### src/rtl/bk_arb_pkg.sv
// Shared constants, FSM state type and adder bus packing for the shared
// Brent-Kung adder arbiter.
package bk_arb_pkg;

   localparam int ADD_W    = 12;
   localparam int BK_IN_W  = 24;
   localparam int BK_OUT_W = 13;

   typedef enum logic [1:0] {
      IDLE = 2'd0,
      EXEC = 2'd1,
      HOLD = 2'd2
   } arb_state_t;

   // Adder input bus interleaves operand bits: a[i] at 2i, b[i] at 2i+1.
   function automatic logic [BK_IN_W-1:0] bk_interleave(input logic [ADD_W-1:0] a,
                                                        input logic [ADD_W-1:0] b);
      logic [BK_IN_W-1:0] v;
      v = '0;
      for (int i = 0; i < ADD_W; i++) begin
         v[2*i]   = a[i];
         v[2*i+1] = b[i];
      end
      return v;
   endfunction

endpackage

### src/rtl/bk_adder_arbiter_if.sv
// Request/response bundle between the client datapaths and the adder arbiter.
// Handshake: a transfer happens on a rising clk edge where valid & ready are both high;
// the source holds its valid and payload until that edge, ready may depend on valid.
interface bk_adder_arbiter_if #(
   parameter int NREQ = 4,
   parameter int IDW  = $clog2(NREQ)
);
   logic [NREQ-1:0]    req_valid;
   logic [NREQ-1:0]    req_ready;
   logic [NREQ*12-1:0] req_a;
   logic [NREQ*12-1:0] req_b;
   logic               rsp_valid;
   logic               rsp_ready;
   logic [IDW-1:0]     rsp_id;
   logic [11:0]        rsp_sum;
   logic               rsp_cout;
   logic               busy;

   modport master (
      output req_valid, req_a, req_b, rsp_ready,
      input  req_ready, rsp_valid, rsp_id, rsp_sum, rsp_cout, busy
   );

   modport slave (
      input  req_valid, req_a, req_b, rsp_ready,
      output req_ready, rsp_valid, rsp_id, rsp_sum, rsp_cout, busy
   );
endinterface

### src/rtl/BrentKung.sv
// 12-bit combinational Brent-Kung adder on an interleaved operand bus, no carry-in.
module BrentKung
   import bk_arb_pkg::*;
(
   input  logic [BK_IN_W-1:0]  INPUTS,
   output logic [BK_OUT_W-1:0] OUTS
);

   logic [ADD_W-1:0] hp;
   logic [ADD_W-1:0] gg;
   logic [ADD_W-1:0] pp;

   always_comb begin
      hp = '0;
      gg = '0;
      for (int i = 0; i < ADD_W; i++) begin
         hp[i] = INPUTS[2*i] ^ INPUTS[2*i+1];
         gg[i] = INPUTS[2*i] & INPUTS[2*i+1];
      end
      pp = hp;
      // Up-sweep builds group generate/propagate on power-of-two spans.
      for (int d = 1; d < ADD_W; d = d * 2) begin
         for (int i = 2*d - 1; i < ADD_W; i = i + 2*d) begin
            gg[i] = gg[i] | (pp[i] & gg[i-d]);
            pp[i] = pp[i] & pp[i-d];
         end
      end
      // Down-sweep fills the remaining prefixes from the span roots.
      for (int d = 8; d >= 1; d = d / 2) begin
         for (int i = 3*d - 1; i < ADD_W; i = i + 2*d) begin
            gg[i] = gg[i] | (pp[i] & gg[i-d]);
            pp[i] = pp[i] & pp[i-d];
         end
      end
   end

   assign OUTS = {gg[ADD_W-1], hp ^ {gg[ADD_W-2:0], 1'b0}};

endmodule

### src/rtl/rr_arbiter.sv
// Round-robin picker: first requester after last_grant, wrapping modulo NREQ.
module rr_arbiter #(
   parameter int NREQ = 4,
   parameter int IDW  = $clog2(NREQ)
) (
   input  logic [NREQ-1:0] req,
   input  logic [IDW-1:0]  last_grant,
   input  logic            en,
   output logic [NREQ-1:0] grant_onehot,
   output logic [IDW-1:0]  grant_idx,
   output logic            any
);

   always_comb begin
      any          = 1'b0;
      grant_idx    = '0;
      grant_onehot = '0;
      // Two passes: indices above last_grant first, then the wrapped part.
      for (int i = 0; i < NREQ; i++) begin
         if (!any && req[i] && (i > int'(last_grant))) begin
            any       = 1'b1;
            grant_idx = i[IDW-1:0];
         end
      end
      for (int i = 0; i < NREQ; i++) begin
         if (!any && req[i] && (i <= int'(last_grant))) begin
            any       = 1'b1;
            grant_idx = i[IDW-1:0];
         end
      end
      for (int i = 0; i < NREQ; i++) begin
         grant_onehot[i] = en && any && (grant_idx == i[IDW-1:0]);
      end
   end

endmodule

### src/rtl/bk_adder_arbiter.sv
// Shares one Brent-Kung adder among NREQ requesters: round-robin accept,
// one operation in flight, result returned with the owner's id.
module bk_adder_arbiter
   import bk_arb_pkg::*;
#(
   parameter int NREQ = 4
) (
   input  logic                clk,
   input  logic                rst_n,
   bk_adder_arbiter_if.slave   bus,
   output arb_state_t          dbg_state
);

   localparam int IDW = $clog2(NREQ);

   arb_state_t            state;
   logic [IDW-1:0]        last_grant;
   logic [ADD_W-1:0]      op_a;
   logic [ADD_W-1:0]      op_b;
   logic [IDW-1:0]        op_id;
   logic                  rsp_valid_q;
   logic [IDW-1:0]        rsp_id_q;
   logic [ADD_W-1:0]      rsp_sum_q;
   logic                  rsp_cout_q;
   logic                  busy_q;

   logic                  window;
   logic                  accept;
   logic                  any;
   logic [IDW-1:0]        grant_idx;
   logic [ADD_W-1:0]      sel_a;
   logic [ADD_W-1:0]      sel_b;
   logic [BK_OUT_W-1:0]   add_out;

   assign window = (state == IDLE) || ((state == HOLD) && bus.rsp_ready);
   assign accept = window && any;

   rr_arbiter #(.NREQ(NREQ), .IDW(IDW)) u_rr (
      .req          (bus.req_valid),
      .last_grant   (last_grant),
      .en           (window),
      .grant_onehot (bus.req_ready),
      .grant_idx    (grant_idx),
      .any          (any)
   );

   always_comb begin
      sel_a = '0;
      sel_b = '0;
      for (int i = 0; i < NREQ; i++) begin
         if (grant_idx == i[IDW-1:0]) begin
            sel_a = bus.req_a[12*i +: 12];
            sel_b = bus.req_b[12*i +: 12];
         end
      end
   end

   // The adder sees only registered operands, never the live request buses.
   BrentKung u_add (
      .INPUTS (bk_interleave(op_a, op_b)),
      .OUTS   (add_out)
   );

   always_ff @(posedge clk or negedge rst_n) begin
      if (!rst_n) begin
         state       <= IDLE;
         last_grant  <= IDW'(NREQ - 1);
         op_a        <= '0;
         op_b        <= '0;
         op_id       <= '0;
         rsp_valid_q <= 1'b0;
         rsp_id_q    <= '0;
         rsp_sum_q   <= '0;
         rsp_cout_q  <= 1'b0;
         busy_q      <= 1'b0;
      end else begin
         if (accept) begin
            op_a       <= sel_a;
            op_b       <= sel_b;
            op_id      <= grant_idx;
            last_grant <= grant_idx;
         end
         case (state)
            IDLE: begin
               if (accept) begin
                  state  <= EXEC;
                  busy_q <= 1'b1;
               end
            end
            EXEC: begin
               rsp_sum_q   <= add_out[ADD_W-1:0];
               rsp_cout_q  <= add_out[ADD_W];
               rsp_id_q    <= op_id;
               rsp_valid_q <= 1'b1;
               state       <= HOLD;
            end
            HOLD: begin
               if (bus.rsp_ready) begin
                  rsp_valid_q <= 1'b0;
                  state       <= accept ? EXEC : IDLE;
                  busy_q      <= accept;
               end
            end
            default: begin
               state  <= IDLE;
               busy_q <= 1'b0;
            end
         endcase
      end
   end

   assign bus.rsp_valid = rsp_valid_q;
   assign bus.rsp_id    = rsp_id_q;
   assign bus.rsp_sum   = rsp_sum_q;
   assign bus.rsp_cout  = rsp_cout_q;
   assign bus.busy      = busy_q;
   assign dbg_state     = state;

endmodule

### src/flat_wrapper.sv
// flat-port wrapper written by rule: the top's interface ports become plain ports
module bk_adder_arbiter_flat import bk_arb_pkg::*;
#(
   parameter int NREQ = 4
)
  (clk, rst_n, dbg_state, bus_req_valid, bus_req_a, bus_req_b, bus_rsp_ready, bus_req_ready, bus_rsp_valid, bus_rsp_id, bus_rsp_sum, bus_rsp_cout, bus_busy);
  bk_adder_arbiter_if #(.NREQ(NREQ)) bus_i ();
  input  logic clk;
  input  logic rst_n;
  output arb_state_t dbg_state;
  input wire logic [$bits(bus_i.req_valid)-1:0] bus_req_valid;
  input wire logic [$bits(bus_i.req_a)-1:0] bus_req_a;
  input wire logic [$bits(bus_i.req_b)-1:0] bus_req_b;
  input wire logic [$bits(bus_i.rsp_ready)-1:0] bus_rsp_ready;
  output wire logic [$bits(bus_i.req_ready)-1:0] bus_req_ready;
  output wire logic [$bits(bus_i.rsp_valid)-1:0] bus_rsp_valid;
  output wire logic [$bits(bus_i.rsp_id)-1:0] bus_rsp_id;
  output wire logic [$bits(bus_i.rsp_sum)-1:0] bus_rsp_sum;
  output wire logic [$bits(bus_i.rsp_cout)-1:0] bus_rsp_cout;
  output wire logic [$bits(bus_i.busy)-1:0] bus_busy;
  assign bus_i.req_valid = bus_req_valid;
  assign bus_i.req_a = bus_req_a;
  assign bus_i.req_b = bus_req_b;
  assign bus_i.rsp_ready = bus_rsp_ready;
  assign bus_req_ready = bus_i.req_ready;
  assign bus_rsp_valid = bus_i.rsp_valid;
  assign bus_rsp_id = bus_i.rsp_id;
  assign bus_rsp_sum = bus_i.rsp_sum;
  assign bus_rsp_cout = bus_i.rsp_cout;
  assign bus_busy = bus_i.busy;
  bk_adder_arbiter #(.NREQ(NREQ)) u_core (.clk(clk), .rst_n(rst_n), .bus(bus_i), .dbg_state(dbg_state));
endmodule
### config.mk
export PLATFORM = sky130hd
export DESIGN_NAME = bk_adder_arbiter_flat
export DESIGN_NICKNAME = d
export VERILOG_FILES = /design/src/rtl/bk_arb_pkg.sv /design/src/rtl/bk_adder_arbiter_if.sv /design/src/rtl/BrentKung.sv /design/src/rtl/rr_arbiter.sv /design/src/rtl/bk_adder_arbiter.sv /design/src/flat_wrapper.sv
export SDC_FILE = /design/constraint.sdc
export NUM_CORES = 1
export LEC_CHECK = 0
export BUFFER_PORTS_ARGS = -buffer_cell sky130_fd_sc_hd__buf_4
export CAP_MARGIN = 30
export CORE_MARGIN = 2
export CORE_UTILIZATION = 30
export DETAILED_ROUTE_END_ITERATION = 8
export GPL_ROUTABILITY_DRIVEN = 0
export SYNTH_ARGS = -nofsm -noshare
export SYNTH_HDL_FRONTEND = slang
export SYNTH_HIERARCHICAL = 1
export SYNTH_SLANG_ARGS = --single-unit
### constraint.sdc
create_clock -name clk -period 3.4 [get_ports clk]
set_input_delay 0.34 -clock clk [delete_from_list [all_inputs] [get_ports clk]]
set_output_delay 0.34 -clock clk [all_outputs]
set_load 0.02 [all_outputs]
==> flow_metrics.py, run 1 <==
metrics = {
    "layout": {
        "diodes": 0,
        "final_layout_size_suffix_gt1_share_pct": 61.36,
        "layout_common_cells": "buf_4, dfrtp_1, mux2_2",
        "layout.nets": 460,
        "final_util_pct": 41.87,
        "finalInstanceArea_um2": 4264,
        "regArea_um2": 1179,
        "multi_input_area_um2": 1809,
        "final.fill_count": 980,
        "layout_commonest_cell": "buf_4",
        "syn_to_final_growth_pct": 36.81,
    },
    "logic_synthesis": {
        "synth_cell_type_count": 45,
        "yosys.area.top_type": "dfrtp_1",
        "synth_seq_area_share_pct": 37.82,
        "synth-warning-count": 6,
        "syn_nets": 335,
        "netlist_area_um2": 3117,
        "synth_cells": 215,
        "synth_area_leaders": "dfrtp_1, mux4_2, mux2_4, mux2_2, mux4_1",
        "syn_area_per_cell_um2": 14.50,
        "synth_top_area_share_pct": 36.13,
        "ys_ff_latch": 47,
    },
    "drt": {
        "wl_met3_um": 401,
        "routed_wl_um": 7865,
        "drt-vias-per-instance": 4.747,
        "maxUsedRoutingLayer": "met4",
        "first_pass_iters": 4,
        "dr.first_iter.drc_count": 73,
        "drt-met1-wl_um": 3436,
        "vias": 2255,
        "wl_met2_um": 3910,
        "antenna_left": 0,
        "drc": 0,
        "wl_per_cell_um": 16.56,
    },
    "worst_setup_path": {
        "crit_chain": "nand2_1, a311oi_4, buf_4, and4_1, buf_4",
        "cp_max_fo": 19,
        "crit_slowest_cell": "a311oi_4",
        "cp.required_ns": 3.06,
        "start_kind": "register",
        "cpPeakStageDelay_ns": 0.65,
        "path_delay_family": "compound AO/OA/AOI/OAI gates",
        "crit_buf_inv": 2,
        "arrival_ns": 2.39,
        "crit_path_end_kind": "output pin",
        "path_class": "register to output pin",
        "crit_top_cell": "buf_4",
    },
    "die": {
        "ios": 126,
        "placementRows": 37,
        "die_y_um": 105.9,
        "core_area_um2": 10180,
        "start_util_pct": 30.60,
        "die_w_um": 105.9,
        "die_area_um2": 11220,
    },
    "power": {
        "power_density_nw_per_um2": 928.9,
        "vdd_ir_drop_max_mv": 0.4639,
        "power.leakage_nw": 1.981,
    },
    "clocking": {
        "clock-sinks": 47,
        "cts_resized": 0,
        "cts_root_buf": "clkbuf_8",
        "htree_levels": 2,
        "cts_buffers": 5,
        "clk_path_buf_depth": 2,
        "post_cts_buffers": 0,
        "cts.clk_slew.worst_paths_ns": 0.08,
        "cts_tree": "built",
        "clk_latency_ns": 0.29,
        "hold_buffers": 0,
    },
    "placed_design": {
        "io_buffers": 125,
        "place_ws_ns": 0.7588,
        "place_area_um2": 4192,
        "dp_hpwl_um": 6233,
    },
    "global_route": {
        "grt_use_total_pct": 14.47,
        "antenna_found_initial": 0,
        "grt_max_degree": 48,
        "grt-ovfl-total": 0,
        "grt_pass1_wl_um": 12580,
        "grt_pass1_vias": 2418,
    },
    "timing": {
        "fin_crit_ns": 2.732,
        "max_slew_margin_pct": 34.68,
        "skew_ns": 0.006484,
        "setup_tns_ns": 0,
        "finalSetupViolCount": 0,
        "slew_viol_final": 0,
        "worst_slack_ns": 0.6678,
        "whs_ns": 0.04906,
        "finalHoldViolations": 0,
        "fmax_mhz": 366.0,
        "rsz0062_at_grt": "no",
        "finalCritPeriodShare_pct": 80.36,
        "worst-slew-pin-transition_ns": 0.9788,
    },
    "run_status": {
        "status": "complete, no violations",
    },
    "run": {
        "cap_violations": 0,
    },
    "hold_path": {
        "hp-class": "primary input to asynchronous set/reset pin",
    },
}
==> final cells by class <==
cell class                      instances  share of cell area, %
Clock buffer                            6                  1.702
Inverter                               16                  1.408
Multi-Input combinational cell        142                  42.43
Sequential cell                        47                  27.64
Tap cell                              136                  3.991
Timing Repair Buffer                  128                  22.83
==> worst register-to-register path, cell delays in order (launching register included) <==
cell      delay (ns)
dfrtp_1         0.39
ha_1            0.21
fa_1            0.43
a211oi_2        0.28
nor3_2          0.11
or2_2           0.29
fa_1            0.38
xor2_1          0.16
mux2_2          0.26
==> flip-flops by register name, indices dropped and copies added (netlist names) <==
register	count
u_core/bus.busy	1
u_core/bus.rsp_cout	1
u_core/bus.rsp_id	2
u_core/bus.rsp_sum	12
u_core/bus.rsp_valid	1
u_core/dbg_state	2
u_core/last_grant	2
u_core/op_a	12
u_core/op_b	12
u_core/op_id	2
==> worst paths after layout <==
check | startpoint | to | slack [ns] | cells past startpoint
max in group asynchronous | rst_n | u_core/op_id[1] | 2.94 | 1
hold / removal | rst_n | u_core/bus.rsp_sum[10] | 0.05 | 1
setup reg to reg | u_core/op_a[0] | u_core/bus.rsp_sum[9] | 0.79 | 8
setup / recovery | u_core/last_grant[1] | bus_req_ready[3] | 0.67 | 5
hold reg to reg | u_core/op_id[1] | u_core/bus.rsp_id[1] | 0.50 | 1
min in group clk | bus_rsp_ready | u_core/dbg_state[1] | 0.41 | 3
==> cells in the mapped netlist (all sizes together) <==
cell	count
a211oi	2
a21o	2
a21oi	8
a221oi	1
a22oi	1
a311oi	2
a32oi	1
and4	1
buf	10
dfrtp	45
dfstp	2
fa	6
ha	11
inv	16
mux2	44
mux2i	1
mux4	24
nand2	8
nand2b	1
nand3	1
nor2	6
nor2b	1
nor3	4
nor3b	2
o211ai	1
o21ai	4
o21bai	1
o22ai	2
o32ai	1
or2	1
xnor2	3
xor2	2
==> where the power goes <==
group / total, W / internal, W / switching (W) / leakage, nW
registers: 0.00110 / 0.000873 / 0.000231 / 0.546
logic: 0.00255 / 0.00141 / 0.00114 / 1.40
clock network: 0.000304 / 0.000137 / 0.000166 / 0.0371
total: 0.00396 / 0.00242 / 0.00154 / 1.98
==> per-layer routing <==
metal  vias up  GRT usage, %
met5         -             0
met2        66         23.82
li1       1063             -
met4         0         3.853
met1      1117         19.37
met3         9         3.188
==> stage by stage <==
step	total power (W)	instances
after floorplan	0.003017	215
after global placement	0.003627	469
after detailed placement	0.003682	469
after CTS	0.004014	475
after global routing	0.004303	475
final	0.003961	475
==> logic make-up after synthesis <==
family                     count (synthesis)  share of synthesized area, %
muxes                                     69                         36.45
DFF                                       47                         37.82
AOI/OAI and AO/OA                         26                         6.544
buffers and inverters                     26                         4.938
and+or+nand+nor                           25                         4.576
adders and majority gates                 17                         8.270
xor gates and xnor gates                   5                         1.405
(Power assumes the default switching activity.)
==> run 2, diff against run 1 <==
==> constraint.sdc (replaced) <==
create_clock -name clk -period 2.55 [get_ports clk]
set_input_delay 0.255 -clock clk [delete_from_list [all_inputs] [get_ports clk]]
set_output_delay 0.255 -clock clk [all_outputs]
set_load 0.02 [all_outputs]
==> run 2 against run 1 <==
Effect of this change:
- wire length decreased by 5.4%
- largest cell class unchanged
- global-route usage decreased by 1.2 points
- sequential power increased by 34%
- highest routed layer unchanged
- cell count increased by 1.9%
- worst setup slack got worse by 0.57 ns
- cell area increased by 2.2%
- flip-flop and latch count unchanged
- clock power increased by 62%
- clock skew about the same
- core utilization increased by 0.91 points
- critical endpoint is now u_core/bus.rsp_sum[11]
- register-to-register slack got worse by 0.69 ns
- critical path depth increased by 4
==> flow_metrics.py, run 2 (synthesis gave the netlist of run 1 again) <==
metrics = {
    "global_route": {
        "antenna_found_initial": 0,
        "grt_pass1_vias": 2386,
        "grt_pass1_wl_um": 11700,
        "grt_max_degree": 48,
        "grt-ovfl-total": 0,
        "grt_use_total_pct": 13.30,
    },
    "clocking": {
        "cts_tree": "built",
        "htree_levels": 2,
        "cts.clk_slew.worst_paths_ns": 0.09,
        "clk_path_buf_depth": 2,
        "cts_root_buf": "clkbuf_8",
        "cts_buffers": 5,
        "clk_latency_ns": 0.29,
        "clock-sinks": 47,
    },
    "power": {
        "switchingPower_w": 0.002078,
        "vdd_ir_drop_max_mv": 0.5133,
        "power_density_nw_per_um2": 1249,
        "power_frac_comb_pct": 63.9,
        "p_seq_share_pct": 27.1,
        "sw_frac_of_total_pct": 38.19,
        "power.leakage_nw": 2.024,
        "intPower_w": 0.003364,
        "pwr-share-clk_pct": 9.1,
    },
    "drt": {
        "vias": 2236,
        "antenna_left": 0,
        "drc": 0,
        "first_pass_iters": 4,
        "drt-vias-per-instance": 4.620,
        "routed_wl_um": 7444,
        "wl_per_cell_um": 15.38,
        "dr.first_iter.drc_count": 88,
    },
    "layout": {
        "multi_input_area_um2": 1819,
        "finalInstanceArea_um2": 4357,
        "syn_to_final_growth_pct": 39.78,
        "final.fill_count": 964,
        "regArea_um2": 1179,
        "final_layout_size_suffix_gt1_share_pct": 63.22,
        "layout.nets": 467,
        "layout_common_cells": "buf_4, dfrtp_1, mux2_2",
        "diodes": 0,
        "layout_commonest_cell": "buf_4",
    },
    "hold_path": {
        "hp-class": "primary input to register",
        "hold_depth": 3,
    },
    "timing": {
        "finalSetupViolCount": 0,
        "skew_ns": 0.006933,
        "finalHoldViolations": 0,
        "rsz0062_at_grt": "yes",
        "setup_tns_ns": 0,
        "slew_viol_final": 0,
        "max_slew_margin_pct": 59.49,
        "fin_crit_ns": 2.450,
        "finalCritPeriodShare_pct": 96.07,
        "whs_ns": 0.3112,
        "worst-slew-pin-transition_ns": 0.6077,
        "fmax_mhz": 408.2,
    },
    "run_status": {
        "status": "complete, no violations",
    },
    "die": {
        "ios": 126,
        "die_y_um": 105.9,
        "die_area_um2": 11220,
        "core_area_um2": 10180,
        "die_w_um": 105.9,
        "placementRows": 37,
        "start_util_pct": 30.60,
    },
    "run": {
        "cap_violations": 0,
    },
    "worst_setup_path": {
        "path_delay_family": "adder cells",
        "crit_chain": "ha_2, fa_2, a211oi_2, nor3_2, o211ai_2, nand2_1, fa_2, xor2_1, mux2_2",
        "path_depth": 9,
        "crit_top_cell": "fa_2",
        "cp.required_ns": 2.74,
        "crit_buf_inv": 0,
        "crit_path_end_kind": "register",
        "arrival_ns": 2.64,
        "path_class": "register to register",
        "start_kind": "register",
        "cp_max_fo": 2,
        "cpPeakStageDelay_ns": 0.40,
        "crit_slowest_cell": "dfrtp_1",
        "r2r_cells": 9,
    },
    "placed_design": {
        "dp_hpwl_um": 5776,
        "io_buffers": 125,
        "place_area_um2": 4229,
    },
}
==> run 2: power groups by stage <==
stage / Clock (W) / Sequential [W] / Combinational [W]
6_report: 0.000494 / 0.00147 / 0.00348
3_3_place_gp: 0 / 0.00148 / 0.00342
4_1_cts: 0.000521 / 0.00148 / 0.00352
2_1_floorplan: 0 / 0.00158 / 0.00244
5_1_grt: 0.000545 / 0.00154 / 0.00381
3_5_place_dp: 0 / 0.00149 / 0.00348
==> run 2: path summary, 6_finish.rpt <==
kind | end | from | slack [ns]
max reg2reg | u_core/bus.rsp_sum[11] | u_core/op_a[0] | 0.10
max in group asynchronous | u_core/dbg_state[0] | rst_n | 1.62
min reg2reg | u_core/bus.rsp_id[1] | u_core/op_id[1] | 0.51
min | u_core/dbg_state[1] | bus_rsp_ready | 0.31
min in group asynchronous | u_core/op_b[10] | rst_n | 0.50
max | u_core/bus.rsp_sum[11] | u_core/op_a[0] | 0.10
==> run 2: metrics by stage <==
step	util (%)	std cells	worst slack, ns	total power, W
4_1_cts	42.73	484	0.01078	0.005519
5_1_grt	42.78	484	-0.007290	0.005887
3_5_place_dp	41.52	474	-0.004378	0.004966
6_report	42.78	484	0.1002	0.005442
3_3_place_gp	41.52	474	-0.00002665	0.004900
2_1_floorplan	-	215	0.08822	0.004023
==> run 2: area by class of cell <==
type                       count  area share (%)
tap                          136           3.906
timing repair buffer         135           23.61
inverter                      16           1.379
clock buffer                   8           2.298
sequential                    47           27.05
multi-input combinational    142           41.76
==> run 2: repair_timing <==
item / CTS / global route
setup endpoints to repair: 2 / 2
pin swaps: 3 / 4
buffers inserted: 1 / 0
endpoints found under the hold margin: 45 / 0
hold buffers: 1 / 0
resized for setup: 2 / 2
==> run 2: per-layer routing <==
layer / vias up / routed length, um / global-route usage [%]
met5: - / 0 / 0
met4: 0 / 47 / 3.665
met3: 2 / 419 / 3.311
met2: 63 / 3662 / 22.07
met1: 1092 / 3314 / 17.37
li1: 1079 / - / -
==> run 2: worst min-delay path, delay by kind of cell <==
family,cells,cell delay (ns)
AND/OR/NAND/NOR,1,0.05
AO/OA/AOI/OAI,1,0.16
buffers and inverters,1,0.11
